==> src/rtl/ddram_arb_pkg.sv <==
// Shared types and constants for the DDR3 port arbiter.
package ddram_arb_pkg;

    typedef enum logic [1:0] {
        IDLE,
        CMD,
        WBEATS,
        RBEATS
    } arb_state_t;

    localparam int BURST_W   = 8;
    localparam int MAX_PORTS = 4;

    // A burst count of zero behaves like a single-beat burst.
    function automatic logic [BURST_W-1:0] burst_len(input logic [BURST_W-1:0] cnt);
        return (cnt == '0) ? BURST_W'(1) : cnt;
    endfunction

endpackage

==> src/rtl/ddram_arb_pick.sv <==
// Combinational grant picker. DDRAM_ARB_ROUND_ROBIN_EN selects round-robin,
// otherwise fixed priority with the lowest port index winning.
module ddram_arb_pick
    import ddram_arb_pkg::*;
#(
    parameter int NPORTS = 3
) (
    input  logic [NPORTS-1:0] req,
    input  logic [NPORTS-1:0] last,
    output logic [NPORTS-1:0] pick
);

`ifdef DDRAM_ARB_ROUND_ROBIN_EN
    int   last_idx;
    int   idx;
    logic found;

    // Search begins at the port just after the previous owner.
    always_comb begin
        pick     = '0;
        found    = 1'b0;
        last_idx = NPORTS - 1;
        idx      = 0;
        for (int i = 0; i < NPORTS; i++) begin
            if (last[i]) last_idx = i;
        end
        for (int off = 1; off <= NPORTS; off++) begin
            idx = (last_idx + off) % NPORTS;
            if (!found && req[idx]) begin
                pick[idx] = 1'b1;
                found     = 1'b1;
            end
        end
    end
`else
    logic unused_last;
    assign unused_last = ^last;

    always_comb begin
        pick = '0;
        for (int i = NPORTS - 1; i >= 0; i--) begin
            if (req[i]) begin
                pick    = '0;
                pick[i] = 1'b1;
            end
        end
    end
`endif

endmodule

==> src/rtl/ddram_arbiter.sv <==
// Shares one 64-bit DDR3 slave port between NPORTS Avalon-style masters.
// Define DDRAM_ARB_ROUND_ROBIN_EN for round-robin arbitration (default: fixed priority).
module ddram_arbiter
    import ddram_arb_pkg::*;
#(
    parameter int ADDRBITS = 24,
    parameter int NPORTS   = 3
) (
    input  logic                           CLK,
    input  logic                           RESET,
    input  logic [NPORTS*(ADDRBITS+1)-1:0] REQ_ADDR,
    input  logic [NPORTS*64-1:0]           REQ_DIN,
    input  logic [NPORTS*8-1:0]            REQ_BE,
    input  logic [NPORTS*8-1:0]            REQ_BURSTCNT,
    input  logic [NPORTS-1:0]              REQ_RD,
    input  logic [NPORTS-1:0]              REQ_WE,
    output logic [NPORTS-1:0]              REQ_BUSY,
    output logic [63:0]                    REQ_DOUT,
    output logic [NPORTS-1:0]              REQ_DOUT_READY,
    output logic [ADDRBITS:0]              DDRAM_ADDR,
    output logic [63:0]                    DDRAM_DIN,
    output logic [7:0]                     DDRAM_BE,
    output logic [7:0]                     DDRAM_BURSTCNT,
    output logic                           DDRAM_RD,
    output logic                           DDRAM_WE,
    input  logic [63:0]                    DDRAM_DOUT,
    input  logic                           DDRAM_DOUT_READY,
    input  logic                           DDRAM_BUSY,
    output logic [NPORTS-1:0]              ARB_GNT
);

    localparam int AW = ADDRBITS + 1;

    if (NPORTS < 2 || NPORTS > MAX_PORTS) begin : g_bad_nports
        $error("ddram_arbiter: NPORTS out of range");
    end

    arb_state_t         state, state_n;
    logic [NPORTS-1:0]  gnt, gnt_n;
    logic [NPORTS-1:0]  pick;
    logic [NPORTS-1:0]  last_gnt;
    logic [BURST_W-1:0] beats, beats_n;

    logic [AW-1:0]      g_addr;
    logic [63:0]        g_din;
    logic [7:0]         g_be;
    logic [BURST_W-1:0] g_bcnt;
    logic               g_rd, g_we;

    // One-hot mux of the owning port's command slice; all zero when idle.
    always_comb begin
        g_addr = '0;
        g_din  = '0;
        g_be   = '0;
        g_bcnt = '0;
        for (int n = 0; n < NPORTS; n++) begin
            if (gnt[n]) begin
                g_addr = REQ_ADDR[n*AW +: AW];
                g_din  = REQ_DIN[n*64 +: 64];
                g_be   = REQ_BE[n*8 +: 8];
                g_bcnt = REQ_BURSTCNT[n*8 +: 8];
            end
        end
    end

    assign g_rd = |(REQ_RD & gnt);
    assign g_we = |(REQ_WE & gnt);

`ifdef DDRAM_ARB_ROUND_ROBIN_EN
    logic [NPORTS-1:0] last_q;

    // Reset to the top port so the first search starts at port 0.
    always_ff @(posedge CLK or posedge RESET) begin
        if (RESET)
            last_q <= {1'b1, {(NPORTS-1){1'b0}}};
        else if (state == IDLE && |pick)
            last_q <= pick;
    end
    assign last_gnt = last_q;
`else
    assign last_gnt = '0;
`endif

    ddram_arb_pick #(
        .NPORTS(NPORTS)
    ) u_pick (
        .req (REQ_RD | REQ_WE),
        .last(last_gnt),
        .pick(pick)
    );

    always_ff @(posedge CLK or posedge RESET) begin
        if (RESET) begin
            state <= IDLE;
            gnt   <= '0;
            beats <= '0;
        end else begin
            state <= state_n;
            gnt   <= gnt_n;
            beats <= beats_n;
        end
    end

    always_comb begin
        state_n = state;
        gnt_n   = gnt;
        beats_n = beats;
        case (state)
            IDLE: begin
                if (|pick) begin
                    gnt_n   = pick;
                    state_n = CMD;
                end
            end
            CMD: begin
                // RD takes precedence when a port raises both strobes.
                if (g_rd && !DDRAM_BUSY) begin
                    beats_n = burst_len(g_bcnt);
                    state_n = RBEATS;
                end else if (g_we && !DDRAM_BUSY) begin
                    beats_n = burst_len(g_bcnt) - BURST_W'(1);
                    if (beats_n == '0) begin
                        state_n = IDLE;
                        gnt_n   = '0;
                    end else begin
                        state_n = WBEATS;
                    end
                end else if (!g_rd && !g_we) begin
                    state_n = IDLE;
                    gnt_n   = '0;
                end
            end
            WBEATS: begin
                if (g_we && !DDRAM_BUSY) begin
                    beats_n = beats - BURST_W'(1);
                    if (beats == BURST_W'(1)) begin
                        state_n = IDLE;
                        gnt_n   = '0;
                    end
                end
            end
            RBEATS: begin
                if (DDRAM_DOUT_READY) begin
                    beats_n = beats - BURST_W'(1);
                    if (beats == BURST_W'(1)) begin
                        state_n = IDLE;
                        gnt_n   = '0;
                    end
                end
            end
            default: begin
                state_n = IDLE;
                gnt_n   = '0;
            end
        endcase
    end

    assign DDRAM_ADDR     = g_addr;
    assign DDRAM_DIN      = g_din;
    assign DDRAM_BE       = g_be;
    assign DDRAM_BURSTCNT = g_bcnt;
    assign DDRAM_RD       = (state == CMD) & g_rd;
    assign DDRAM_WE       = ((state == CMD) & g_we & ~g_rd) | ((state == WBEATS) & g_we);

    assign REQ_BUSY       = ~gnt | {NPORTS{DDRAM_BUSY | (state == RBEATS)}};
    assign REQ_DOUT       = DDRAM_DOUT;
    // Read data outside RBEATS is stray and never reaches a master.
    assign REQ_DOUT_READY = gnt & {NPORTS{(state == RBEATS) & DDRAM_DOUT_READY}};
    assign ARB_GNT        = gnt;

endmodule
==> config.mk <==
export PLATFORM = sky130hd
export DESIGN_NAME = ddram_arbiter
export DESIGN_NICKNAME = d
export VERILOG_FILES = /design/src/rtl/ddram_arb_pkg.sv /design/src/rtl/ddram_arb_pick.sv /design/src/rtl/ddram_arbiter.sv
export SDC_FILE = /design/constraint.sdc
export NUM_CORES = 1
export LEC_CHECK = 0
export ABC_AREA = 1
export CAP_MARGIN = 40
export CORE_AREA = 8 8 217 219
export DETAILED_ROUTE_END_ITERATION = 10
export DIE_AREA = 0 0 225 227
export GPL_TIMING_DRIVEN = 0
export SLEW_MARGIN = 20
export SYNTH_ARGS = -nofsm -noshare
export SYNTH_HDL_FRONTEND = slang
export SYNTH_HIERARCHICAL = 1
export SYNTH_SLANG_ARGS = --single-unit
==> constraint.sdc <==
create_clock -name CLK -period 2.2 [get_ports CLK]
set_input_delay 0.44 -clock CLK [delete_from_list [all_inputs] [get_ports CLK]]
set_output_delay 0.44 -clock CLK [all_outputs]
set_load 0.05 [all_outputs]
==> Yosys cells after proc, flatten, opt, wreduce, memory -nomap -nowiden <==
Cells that the tools add are included.
{ "op_classes": {"magnitude_cmp": 0, "shifts": 0, "n_reduce_logical": 16, "bitwise_logic": 14, "mul": 0, "addsub": 2, "div": 0, "eq_ne": 12, "mux": 39} }
{ "op_table": {"columns": ["operator", "n"], "rows": [
  ["two-way mux 64 bit", 3],
  ["two-way mux 8 bit", 11],
  ["two-way mux 25 bit", 3],
  ["two-way mux 3 bit", 11],
  ["case mux 8 bit (3 select lines)", 1],
  ["logical NOT 8 bit", 2],
  ["two-way mux 2 bit", 8],
  ["subtractor 8 x 1 -> 8 bit (second input constant)", 2],
  ["case mux 3 bit (4 select lines)", 1],
  ["AND 3 bit", 3],
  ["inequality test 3 bit (second input constant)", 3],
  ["OR reduction 3 bit", 3],
  ["== test 8 x 1 -> 1 bit (second input constant)", 1],
  ["inequality test 2 bit (second input constant)", 4],
  ["case mux 2 bit (4 select lines)", 1],
  ["AND reduction 4 bit", 2],
  ["OR 3 bit", 2],
  ["AND reduction 6 bit", 1],
  ["AND 1 bit", 5],
  ["== test 2 bit (second input constant)", 2],
  ["inequality test 4 bit (second input constant)", 1],
  ["logical AND 1 bit", 3],
  ["logical NOT 1 bit", 3],
  ["NOT 3 bit", 1],
  ["other kinds (5)", 6]
]} }
{ "word_totals": {"elab_cells": 86, "output_inout_bits": 180, "n_memories": 0, "romBits": 0, "input_bits": 389, "ff_bits": 13, "latch_bits": 0, "ramBits": 0} }

==> Logic depth before layout (Yosys ltp) <==
{ "depth": {"word_depth": 11, "depth_mapped": 23, "mapped_depth_nobuf": 22} }

==> Modules after synthesis <==
Netlist, hierarchy kept.
{ "modules_own_cells": {"columns": ["mod", "area_each_um2", "cells_each", "n_inst"], "rows": [
  ["ddram_arbiter", 3711.1, 647, 1],
  ["ddram_arb_pick", 27.5, 5, 1]
]} }

==> Worst setup path before layout <==
OpenSTA, ideal clock, no wires.
{ "synth_path": {"path_kind": "reg-to-output", "start": "reg gnt[0], in the netlist ARB_GNT[0]", "end": "out DDRAM_ADDR[0]", "required_ps": 1760, "slack_ps": -1084, "stages_incl_launch_ff": 8, "t_arrival_ps": 2844, "cell_sequence": "dfrtp_1 > buf_4 > inv_2 > nor2_4 > clkbuf_1 > clkbuf_1 > a22oi_1 > o21ai_0"} }
{ "synth_via": {"elab_chain_cells": 3} }
{ "synth_rtl": {"columns": ["item", "line", "rtl"], "rows": [
  ["start: declaration", "ddram_arbiter.sv:39", "logic [NPORTS-1:0] gnt, gnt_n;"],
  ["start signal: assignment", "ddram_arbiter.sv:99", "gnt <= gnt_n;"],
  ["two-way mux 25 bit (3 in a row)", "ddram_arbiter.sv:57", "if (gnt[n]) begin"],
  ["end: declaration", "ddram_arbiter.sv:20", "output logic [ADDRBITS:0] DDRAM_ADDR,"]
]} }
No other way between the ends.

==> Final worst setup path <==
{ "layout_path": {"start": "reg gnt[0], in the netlist ARB_GNT[0]", "end": "reg state[1]"} }
{ "layout_via": {"elab_chain_cells": 11, "elab_cells_between_ends": 23, "cone_classes": "add/sub (1); eq/ne (2); mux (8); bitwise (2); reduce/logical (10)"} }
{ "layout_rtl": {"columns": ["item", "line", "rtl"], "rows": [
  ["two-way mux 8 bit (3 in a row)", "ddram_arbiter.sv:57", null],
  ["logical NOT 8 bit", "ddram_arb_pkg.sv:16", "return (cnt == '0) ? BURST_W'(1) : cnt;"],
  ["two-way mux 8 bit", "ddram_arb_pkg.sv:16", null],
  ["subtractor 8 x 1 -> 8 bit", "ddram_arbiter.sv:121", "beats_n = burst_len(g_bcnt) - BURST_W'(1);"],
  ["logical NOT 8 bit", "ddram_arbiter.sv:122", "if (beats_n == '0) begin"],
  ["two-way mux 2 bit", "ddram_arbiter.sv:122", null],
  ["two-way mux 2 bit", "ddram_arbiter.sv:120", "end else if (g_we && !DDRAM_BUSY) begin"],
  ["two-way mux 2 bit", "ddram_arbiter.sv:117", "if (g_rd && !DDRAM_BUSY) begin"],
  ["case mux 2 bit (4 select lines)", "ddram_arbiter.sv:108", "case (state)"],
  ["end signal: assignment", "ddram_arbiter.sv:98", "state <= state_n;"],
  ["end: declaration", "ddram_arbiter.sv:38", "arb_state_t state, state_n;"]
]} }
Parallel ways exist; a longest one is shown, timed or not.
A chain may end at the register's enable or synchronous reset.

==> impl_results.md <==
- HPWL after DPL: approximately 31,000 um
- Initial core utilization: under 10%
- First-pass GRT wire length: roughly 51,000 um
- Mapped Nets: roughly 1.0k
- Biggest cell delay along the critical path: roughly 400 ps
- R2R cell count: 21
- RSZ-0062 raised after global routing: yes
- Hold crit path type: in2async
- Sequential Power Share: under 10%
- Share of cells above drive strength 1: between 40% and 50%
- Num CTS Buffers: 3
- # setup viols final: between 100 and 150
- Worst path cell trace: buf_6 -> buf_4 -> buf_4 -> nand3_1 -> nand2_1 -> nand2_2 -> nand2_2 -> nor2_4 -> nand2_4 -> nand2_4 -> inv_4 -> ha_4 -> or2_1 -> nand3_1 -> nor2_1 -> nand2_1 -> nor2_2 -> nand3_2 -> nand2_2 -> buf_4 -> a21oi_2
- Crit start category: flop
- Design Power: about 14 mW
- Post-Syn Area: approximately 3700 um^2
- CTS clock-pin slew for the worst setup and hold paths: ~50 ps
- Slowest CP cell: dfrtp_2
- Net Sw Frac: 56.1%
- Vias in the first global route: 7,594
- Post-layout util: around 29%
- Leak Pwr: 4.75 nW
- Worst VDD drop: between 0.5 and 0.6 mV
- Worst reg2reg endpoint: state[1]
- Slew margin rel.: between 50 and 60%
- Mean Syn Cell Area: 5.74 um^2
- Largest net degree at the start of global routing: 14
- Fill count: 4,654
- Clock power share: under 10%
- Crit path capture type: flop
- Yosys Warn Count: 6
- Clk buf depth: 2
- Port Buffer Count: 504
- Crit path max fanout: 6
- Final wirelength: roughly 37,000 um
- PwrDens: ~1100 nW/um^2
- Max-cap violations: 0
- Final hold viol count: 0
- Routed vias/inst: 3.89
- IO Pins: ~570
- Mapped Cells: about 650
- R2R setup slack: -360 ps
- Area delta synth->final: 234%
- Worst endpoint required time: 2360 ps
- Clk Latency, worst-skew pair: around 240 ps
- Die ar.: 51,100 um^2
- Total clock sinks: 13
- Area of the core: between 40,000 and 50,000 um^2
- Fmax: between 300 and 400 MHz
- Vias: between 7k and 8k
- Gpl congestion: ~1
- CTS root buf: clkbuf_16
- ANT nets after route: 0
- Die Ht: roughly 230 um
- TritonRoute pass-1 iters: 5
- Psw: between 7 and 8 mW
- Number of antenna violations at the first check in global routing: 4
- DRC viols: 0
- Internal power: 5.94 mW
- Post-layout min period: about 2600 ps
- H-tree depth: 1
- Std-Cell Rows: just under 80
- Die W: 225 um
- Least-Margin Pin Slew: around 720 ps
- Drt wl/cell: roughly 20 um
- Drt initial violations: 266
- All-Layer GR Usage: a little over an eighth
- TritonCTS clock tree: done
- Final max-slew violation count: 0
- Gr ovfl total: 0
- Fin crit share: 116%
- Final Skew: roughly 4.6 ps
- Nets@finish: approximately 1.6k
- Combinational share of power: roughly 94%
- Failing checks: negative setup slack
- Setup ws final: -362 ps
- CP arrival: 2730 ps
- R2R Path Start: ARB_GNT[0]
- Status: finished with violations
- Crit Path Class: reg2reg
[placed cells by master (no fill, tap or decap), types with 3 or more instances in the layout]
master           count
clkbuf_16           21
o21ai_4             81
o211ai_1             4
clkdlybuf4s15_2      4
buf_8                7
a21oi_2              5
buf_4              102
dfrtp_1             10
buf_12               9
or2_1                6
inv_4                3
buf_6               97
nand4_1              3
inv_1               25
a21oi_1             19
nand2_4             11
o21ai_1             10
buf_2                3
clkbuf_4            12
clkbuf_8            17
clkdlybuf4s50_1    390
ha_1                 3
nand3_1             15
o21ai_2             13
nand3_2              3
or2_2                4
nor2_1              32
nor2_4               4
dlygate4sd2_1        4
inv_2                4
nand2_2             28
o21ai_0              9
nand2_1            133
a22oi_2             96
dfrtp_2              3
a22oi_1              3
[how the worst max path moves through the flow]
stage | slack, ps | cells past startpoint | startpoint | end
finish | -360 | 21 | ARB_GNT[0] | state[1]
global route | -520 | 21 | ARB_GNT[0] | state[1]
CTS | -350 | 22 | ARB_GNT[0] | ARB_GNT[2]
detailed placement | -1600 | 8 | ARB_GNT[2] | DDRAM_DIN[39]
global placement | -1570 | 7 | ARB_GNT[2] | DDRAM_DIN[5]
floorplan | -460 | 21 | ARB_GNT[0] | ARB_GNT[2]
[sequential cells by signal (all words and copies together) (netlist names)]
register,cells
beats,8
ARB_GNT,3
state,2
[through the flow]
step                      cells  hold WS [ps]  worst slack, ps  setup TNS [ps]  cell area [um^2]
after global placement     1747           564            -1570         -147650             10500
final                      1804           524             -362          -15080             12500
after CTS                  1793           559             -345          -15340             12300
after detailed placement   1749           573            -1600         -150420             10500
after floorplan             651           317             -459           -6990              4740
after global routing       1804           605             -522          -22560             12500
[final cells by class]
type / instances / area (um^2) / share of cell area (%)
Multi-Input combinational cell: 492 / 4200 / 33.6
Sequential cell: 13 / 329 / 2.64
Tap cell: 592 / 741 / 5.93
Inverter: 33 / 131 / 1.05
Timing Repair Buffer: 555 / 5730 / 45.9
Clock buffer: 4 / 78.8 / 0.632
Buffer: 113 / 1270 / 10.2
Antenna cell: 2 / 5.00 / 0.0401
[layer usage]
metal / routed length [um] / share of wire, % / vias up / global-route usage [%]
li1: - / - / 3328 / -
met1: 13900 / 38 / 3316 / 14.7
met2: 19100 / 52 / 327 / 24.1
met3: 2870 / 7.8 / 37 / 3.41
met4: 893 / 2.4 / 2 / 3.40
met5: 8 / 0.022 / - / 0
[power by group through the flow]
stage	Clock, mW	Combinational, mW	Sequential [mW]
after floorplan	0	6.71	0.455
after global placement	0	10.2	0.419
after detailed placement	0	10.3	0.423
after CTS	0.346	12.5	0.424
after global routing	0.362	13.4	0.438
final	0.343	12.8	0.422
[worst max-delay path, delay by kind of cell, from the launching register on]
family | cells | cell delay, ps
compound gates | 1 | 130
buf+inv | 5 | 580
fa+ha+maj | 1 | 170
simple gates | 14 | 1200
flops | 1 | 400
[repair_timing]
action | CTS | global route
endpoints found under the setup margin | 125 | 111
hold buffers | 0 | 0
pin swaps | 55 | 60
endpoints found under the hold margin | 0 | 0
setup buffers | 31 | 9
resized for setup | 991 | 37
gates cloned | 9 | 1
Note: power is estimated with default switching activity, not from simulation.
